**config.mk**
```make
export PLATFORM = sky130hd
export DESIGN_NAME = reset_seq
export DESIGN_NICKNAME = d
export VERILOG_FILES = /design/src/rtl/reset_seq.sv
export SDC_FILE = /design/constraint.sdc
export NUM_CORES = 1
export LEC_CHECK = 0
export ABC_AREA = 1
export CAP_MARGIN = 20
export CORE_MARGIN = 3
export CORE_UTILIZATION = 60
export CTS_BUF_LIST = sky130_fd_sc_hd__clkbuf_8
export DETAILED_ROUTE_END_ITERATION = 7
export PLACE_DENSITY_LB_ADDON = 0.12
export SLEW_MARGIN = 20
export SYNTH_ARGS = -nofsm -noshare
export SYNTH_HDL_FRONTEND = slang
export SYNTH_SLANG_ARGS = --single-unit
```
**constraint.sdc**
```tcl
create_clock -name CLK -period 1.8 [get_ports CLK]
set_clock_uncertainty 0.05 [all_clocks]
set_input_delay 0.54 -clock CLK [delete_from_list [all_inputs] [get_ports CLK]]
set_output_delay 0.54 -clock CLK [all_outputs]
set_load 0.02 [all_outputs]
```
**src/rtl/reset_seq.sv**
```systemverilog
// Reset sequencer: synchronises and debounces the board reset sources, then releases
// NUM_OUT active-low resets in order, with partial re-reset from SYSRESETREQ and a sticky cause register.
module reset_seq #(
  parameter int NUM_OUT         = 2,
  parameter int HOLD_CYCLES     = 255,
  parameter int STAGE_GAP       = 16,
  parameter int DEBOUNCE_CYCLES = 1000,
  parameter int SYNC_STAGES     = 2,
  parameter bit BTN_ACTIVE_HIGH = 1'b1,
  parameter int SYSRST_FIRST    = 1
) (
  input  logic               CLK,
  input  logic               RESET,
  input  logic               BTN,
  input  logic               PLL_LOCKED,
  input  logic               SYSRESETREQ,
  input  logic               CAUSE_CLR,
  output logic [NUM_OUT-1:0] RSTN_O,
  output logic               RST_DONE,
  output logic [3:0]         RST_CAUSE
);

  localparam int CNT_W = $clog2(HOLD_CYCLES + 2);
  localparam int GAP_W = $clog2(STAGE_GAP + 1);
  localparam int DEB_W = $clog2(DEBOUNCE_CYCLES + 1);
  localparam int IDX_W = (NUM_OUT > 1) ? $clog2(NUM_OUT) : 1;

  localparam logic BTN_ON  = BTN_ACTIVE_HIGH;
  localparam logic BTN_OFF = !BTN_ACTIVE_HIGH;

  localparam logic [CNT_W-1:0]   HOLD_INIT = CNT_W'(HOLD_CYCLES);
  localparam logic [GAP_W-1:0]   GAP_INIT  = GAP_W'(STAGE_GAP - 1);
  localparam logic [DEB_W-1:0]   DEB_LAST  = DEB_W'(DEBOUNCE_CYCLES - 1);
  localparam logic [IDX_W-1:0]   LAST      = IDX_W'(NUM_OUT - 1);
  localparam logic [IDX_W-1:0]   SYS_START = IDX_W'(SYSRST_FIRST);
  // Outputs below SYSRST_FIRST survive a system reset request.
  localparam logic [NUM_OUT-1:0] SYS_KEEP  = NUM_OUT'((64'd1 << SYSRST_FIRST) - 64'd1);

  localparam logic [1:0] ST_HOLD = 2'd0;
  localparam logic [1:0] ST_STEP = 2'd1;
  localparam logic [1:0] ST_RUN  = 2'd2;

  logic [SYNC_STAGES-1:0] pll_chain;
  logic [SYNC_STAGES-1:0] btn_chain;
  logic                   pll_sync;
  logic                   btn_sync;
  logic                   pll_fall;
  logic                   btn_db;
  logic [DEB_W-1:0]       deb_cnt;
  logic                   btn_diff;
  logic                   btn_rise;
  logic                   fr;

  logic [1:0]       state;
  logic [CNT_W-1:0] cnt;
  logic [GAP_W-1:0] gap;
  logic [IDX_W-1:0] idx;
  logic [IDX_W-1:0] idx_next;
  logic [IDX_W-1:0] start;
  logic             sys_act;

  assign pll_sync = pll_chain[SYNC_STAGES-1];
  assign btn_sync = btn_chain[SYNC_STAGES-1];
  assign pll_fall = pll_chain[SYNC_STAGES-1] & ~pll_chain[SYNC_STAGES-2];
  assign btn_diff = (btn_sync != btn_db);
  assign btn_rise = btn_diff && (deb_cnt == DEB_LAST) && (btn_sync == BTN_ON);
  assign fr       = (btn_db == BTN_ON) || !pll_sync;
  assign idx_next = idx + 1'b1;
  assign sys_act  = (state == ST_RUN) && SYSRESETREQ && !fr;

  // Synchronisers: PLL reads unlocked and BTN idle while in reset.
  always_ff @(posedge CLK) begin
    if (RESET) begin
      pll_chain <= '0;
      btn_chain <= {SYNC_STAGES{BTN_OFF}};
    end else begin
      pll_chain <= {pll_chain[SYNC_STAGES-2:0], PLL_LOCKED};
      btn_chain <= {btn_chain[SYNC_STAGES-2:0], BTN};
    end
  end

  always_ff @(posedge CLK) begin
    if (RESET) begin
      btn_db  <= BTN_OFF;
      deb_cnt <= '0;
    end else if (btn_diff) begin
      if (deb_cnt == DEB_LAST) begin
        btn_db  <= btn_sync;
        deb_cnt <= '0;
      end else begin
        deb_cnt <= deb_cnt + 1'b1;
      end
    end else begin
      deb_cnt <= '0;
    end
  end

  always_ff @(posedge CLK) begin
    if (RESET) begin
      state    <= ST_HOLD;
      cnt      <= HOLD_INIT;
      gap      <= '0;
      idx      <= '0;
      start    <= '0;
      RSTN_O   <= '0;
      RST_DONE <= 1'b0;
    end else if (fr) begin
      state    <= ST_HOLD;
      cnt      <= HOLD_INIT;
      start    <= '0;
      RSTN_O   <= '0;
      RST_DONE <= 1'b0;
    end else begin
      case (state)
        ST_HOLD: begin
          if (cnt != '0) begin
            cnt <= cnt - 1'b1;
          end else begin
            RSTN_O[start] <= 1'b1;
            idx           <= start;
            gap           <= GAP_INIT;
            if (start == LAST) begin
              state    <= ST_RUN;
              RST_DONE <= 1'b1;
            end else begin
              state <= ST_STEP;
            end
          end
        end
        ST_STEP: begin
          if (gap != '0) begin
            gap <= gap - 1'b1;
          end else begin
            RSTN_O[idx_next] <= 1'b1;
            idx              <= idx_next;
            gap              <= GAP_INIT;
            if (idx_next == LAST) begin
              state    <= ST_RUN;
              RST_DONE <= 1'b1;
            end
          end
        end
        ST_RUN: begin
          if (SYSRESETREQ) begin
            RSTN_O   <= RSTN_O & SYS_KEEP;
            RST_DONE <= 1'b0;
            state    <= ST_HOLD;
            cnt      <= HOLD_INIT;
            start    <= SYS_START;
          end
        end
        default: begin
          state <= ST_HOLD;
          cnt   <= HOLD_INIT;
          start <= '0;
        end
      endcase
    end
  end

  // A cause that sets in the same cycle as CAUSE_CLR survives the clear.
  always_ff @(posedge CLK) begin
    if (RESET) begin
      RST_CAUSE <= 4'b0001;
    end else begin
      RST_CAUSE <= (CAUSE_CLR ? 4'b0000 : RST_CAUSE) | {sys_act, pll_fall, btn_rise, 1'b0};
    end
  end

endmodule
```
==> impl_metrics.yaml <==
place:
  portBuffers: 12
  dp_slack_ps: -8.73
  gp_congestion: 0.824
  detailed_place_hpwl_um: 2710
logic_synthesis:
  synthCells: 260
  avgSynthCellArea_um2: 7.13
  synth.net_count: 269
  ys_ff_latch: 40
  yosysWarnings: 0
  yosysSeqAreaShare: 0.432
  netlist_area_mm2: 0.00185
  synth_cell_types: 29
status:
  status: "complete, no violations"
global_route:
  grt.overflow.total: 0
  grt_pass1_wl_um: 6600
  grt_usage: 0.232
  grt_start_max_net_pins: 13
  antenna_found_initial: 0
  grt_pass1_vias: 1560
floorplan:
  start_util: 0.650
  ioPinCount: 13
  die_h_um: 61.6
  die_w_um: 61.6
  core_area_mm2: 0.00285
  die_area_mm2: 0.00379
  row_count: 19
power:
  p_leak_nw: 0.953
  cell_internal_pwr_mw: 1.32
  p_sw_uw: 331
  pwr-share-clk: 0.427
  power_density_mw_per_mm2: 763
  sw_frac_of_total: 0.200
  finalPower_mw: 1.65
  combPwrFrac: 0.032
  p_seq_frac: 0.542
  peakVddDrop_v: 0.000766
timing:
  hold_viol: 0
  slew_viol_final: 0
  period_share: 0.894
  grt_setup_unrepaired: "no"
  max_freq_mhz: 622
  period_needed_ps: 1610
  setup_violations: 0
  slew_headroom: 0.710
  worstMarginPinSlew_ps: 433
  setup_ws_ps: 191
  finalHoldWorstSlack_ps: 355
worst_setup_path:
  crit_family: "simple AND/OR/NAND/NOR gates"
  ff2ff_path_depth: 10
  crit_start: "cnt[0]"
  critical_path_depth: 10
  cp.arrival_ps: 1740
  worst-path-buf-inv: 2
  worstSetupPathType: "reg -> reg"
  end_kind: "flop"
  cp_cell_sequence: "inv_1, ha_1, nand2_1, nor2_1, nand3_1, nand2_1, buf_4, nand2_1, nor2_1, a21oi_1"
  start_kind: "flop"
  r2r-end: "state[1]"
  regToRegStartpoint: "cnt[0]"
  max_stage_delay_ps: 320
  cp_slowest_cell: "dfxtp_1"
  crit_top_cell: "nand2_1"
  cp.required_ps: 1930
  crit_fanout: 8
  rrSetupSlack_ps: 190
route:
  vias: 1695
  drc: 0
  dr.pass1.iters: 4
  wl_um: 3730
  vias_per_cell: 5.33
  first_iter_violations: 92
  wl_per_cell_um: 11.7
  drtAntennaViolNets: 0
job:
  max_cap_violations: 0
cts:
  clk-insertion-delay-late_ps: 290
  postCtsHoldBufs: 0
  cts_buffers: 5
  max-clock-path-buffers: 2
  cts_resized: 7
  clock_sinks: 40
  cts_max_level: 2
  cts-root-buf: "clkbuf_8"
  postCtsSetupBuffers: 0
  clkTransAtPathRegs_ps: 70
  cts_tree: "built"
hold_path:
  holdCritStartpoint: "btn_chain[0]"
  hold_path_depth: 2
  hold_path_end: "btn_chain[1]"
  hold_class: "reg -> reg"
cells_and_area:
  layout-drive-gt1-share: 0.105
  num-nets-final: 295
  area_growth_syn_to_layout_pct: 16.9
  antennaDiodeCount: 0
Yosys cell counts:
master    number  area (um2)
and3_1         1        6.26
buf_4          1        7.51
nand2_8        1        20.0
nor2_2         2        12.5
nand3b_1       2        15.0
ha_1           3        37.5
inv_1         36         135
o22ai_1        2        12.5
nand3_2        1        10.0
nand2_1       48         180
a21oi_1       16        80.1
dfxtp_1       40         801
or2_2          2        12.5
o21ai_0        9        45.0
clkbuf_1       1        3.75
nor3_1         5        25.0
nor2_4         2        22.5
nand4_1        6        37.5
xor2_1         3        26.3
a31oi_1        1        6.26
inv_4          1        6.26
nor3b_1        1        7.51
inv_2          5        18.8
o21a_1         1        7.51
nor2_1        31         116
or2_0          1        6.26
nand3_1       29         145
xnor2_1        1        8.76
o21ai_1        8        40.0
registers in the layout, summed over array words and instances, names as in the netlist, 2 cells and up:
name,count
deb_cnt,10
cnt,9
gap,5
RST_CAUSE,4
RSTN_O,2
btn_chain,2
pll_chain,2
state,2
power groups by stage:
stage	Sequential, mW	Combinational, mW	Clock (mW)
after floorplan	0.919	0.0207	0
after global placement	0.916	0.0523	0
after detailed placement	0.917	0.0534	0
after CTS	0.896	0.0527	0.708
after global routing	0.896	0.0585	0.741
final	0.896	0.0521	0.706
through the flow:
stage	setup TNS, ps	cells	area [um2]	utilization
after CTS	0	318	2170	0.760
after global routing	0	318	2170	0.760
after floorplan	0	260	1850	-
final	0	318	2170	0.760
after global placement	0	310	2070	0.725
after detailed placement	-8.73	310	2070	0.725
how the worst max path moves through the flow:
stage / endpoint / slack (ps)
finish: state[1] / 190
global route: cnt[0] / 2
CTS: state[1] / 190
detailed placement: cnt[4] / -9
global placement: cnt[4] / 40
floorplan: cnt[3] / 410
layer usage:
layer  wire, um  vias to the layer above  part of all wire  GRT usage
li1           -                      892                 -          -
met1       1800                      760              0.48      0.302
met2       1740                       33              0.47      0.369
met3        137                       10             0.037     0.0545
met4         56                        0             0.015     0.0970
met5          0                        -                 0          0
cells by family (layout without fill, tap and decap cells):
logic type | count (synthesis) | in the layout | share of synthesized area
buf+inv | 44 | 71 | 0.0925
xor+xnor | 4 | 4 | 0.0189
compound gates | 37 | 37 | 0.103
simple gates | 132 | 132 | 0.333
fa+ha+maj | 3 | 3 | 0.0203
flops | 40 | 40 | 0.432
layout by cell type (no fill, tap or decap), drive strengths merged, types with 3 or more instances in the layout:
master         count
xor2               3
nand2             49
ha                 3
clkdlybuf4s50      5
nand4              6
buf                9
nor2              35
nand3             30
clkbuf             5
dlygate4sd2        7
o21ai             17
nor3               5
inv               43
a21oi             16
or2                3
dfxtp             40
cell type report:
cell class              instances  area [um2]
multi-input cells             176         881
flip-flops and latches         40         801
fillers                       236         686
repair buffers                 21         179
inverters                      42         160
clock buffers                   5        68.8
clock inverters                 3        38.8
well taps                      31        38.8
tightest hold or removal path, cell delays in order, from the launching register on:
cell	delay, ps
dfxtp_1	300
inv_1	40
nor2_1	30
Power figures use the tool's default switching activity.
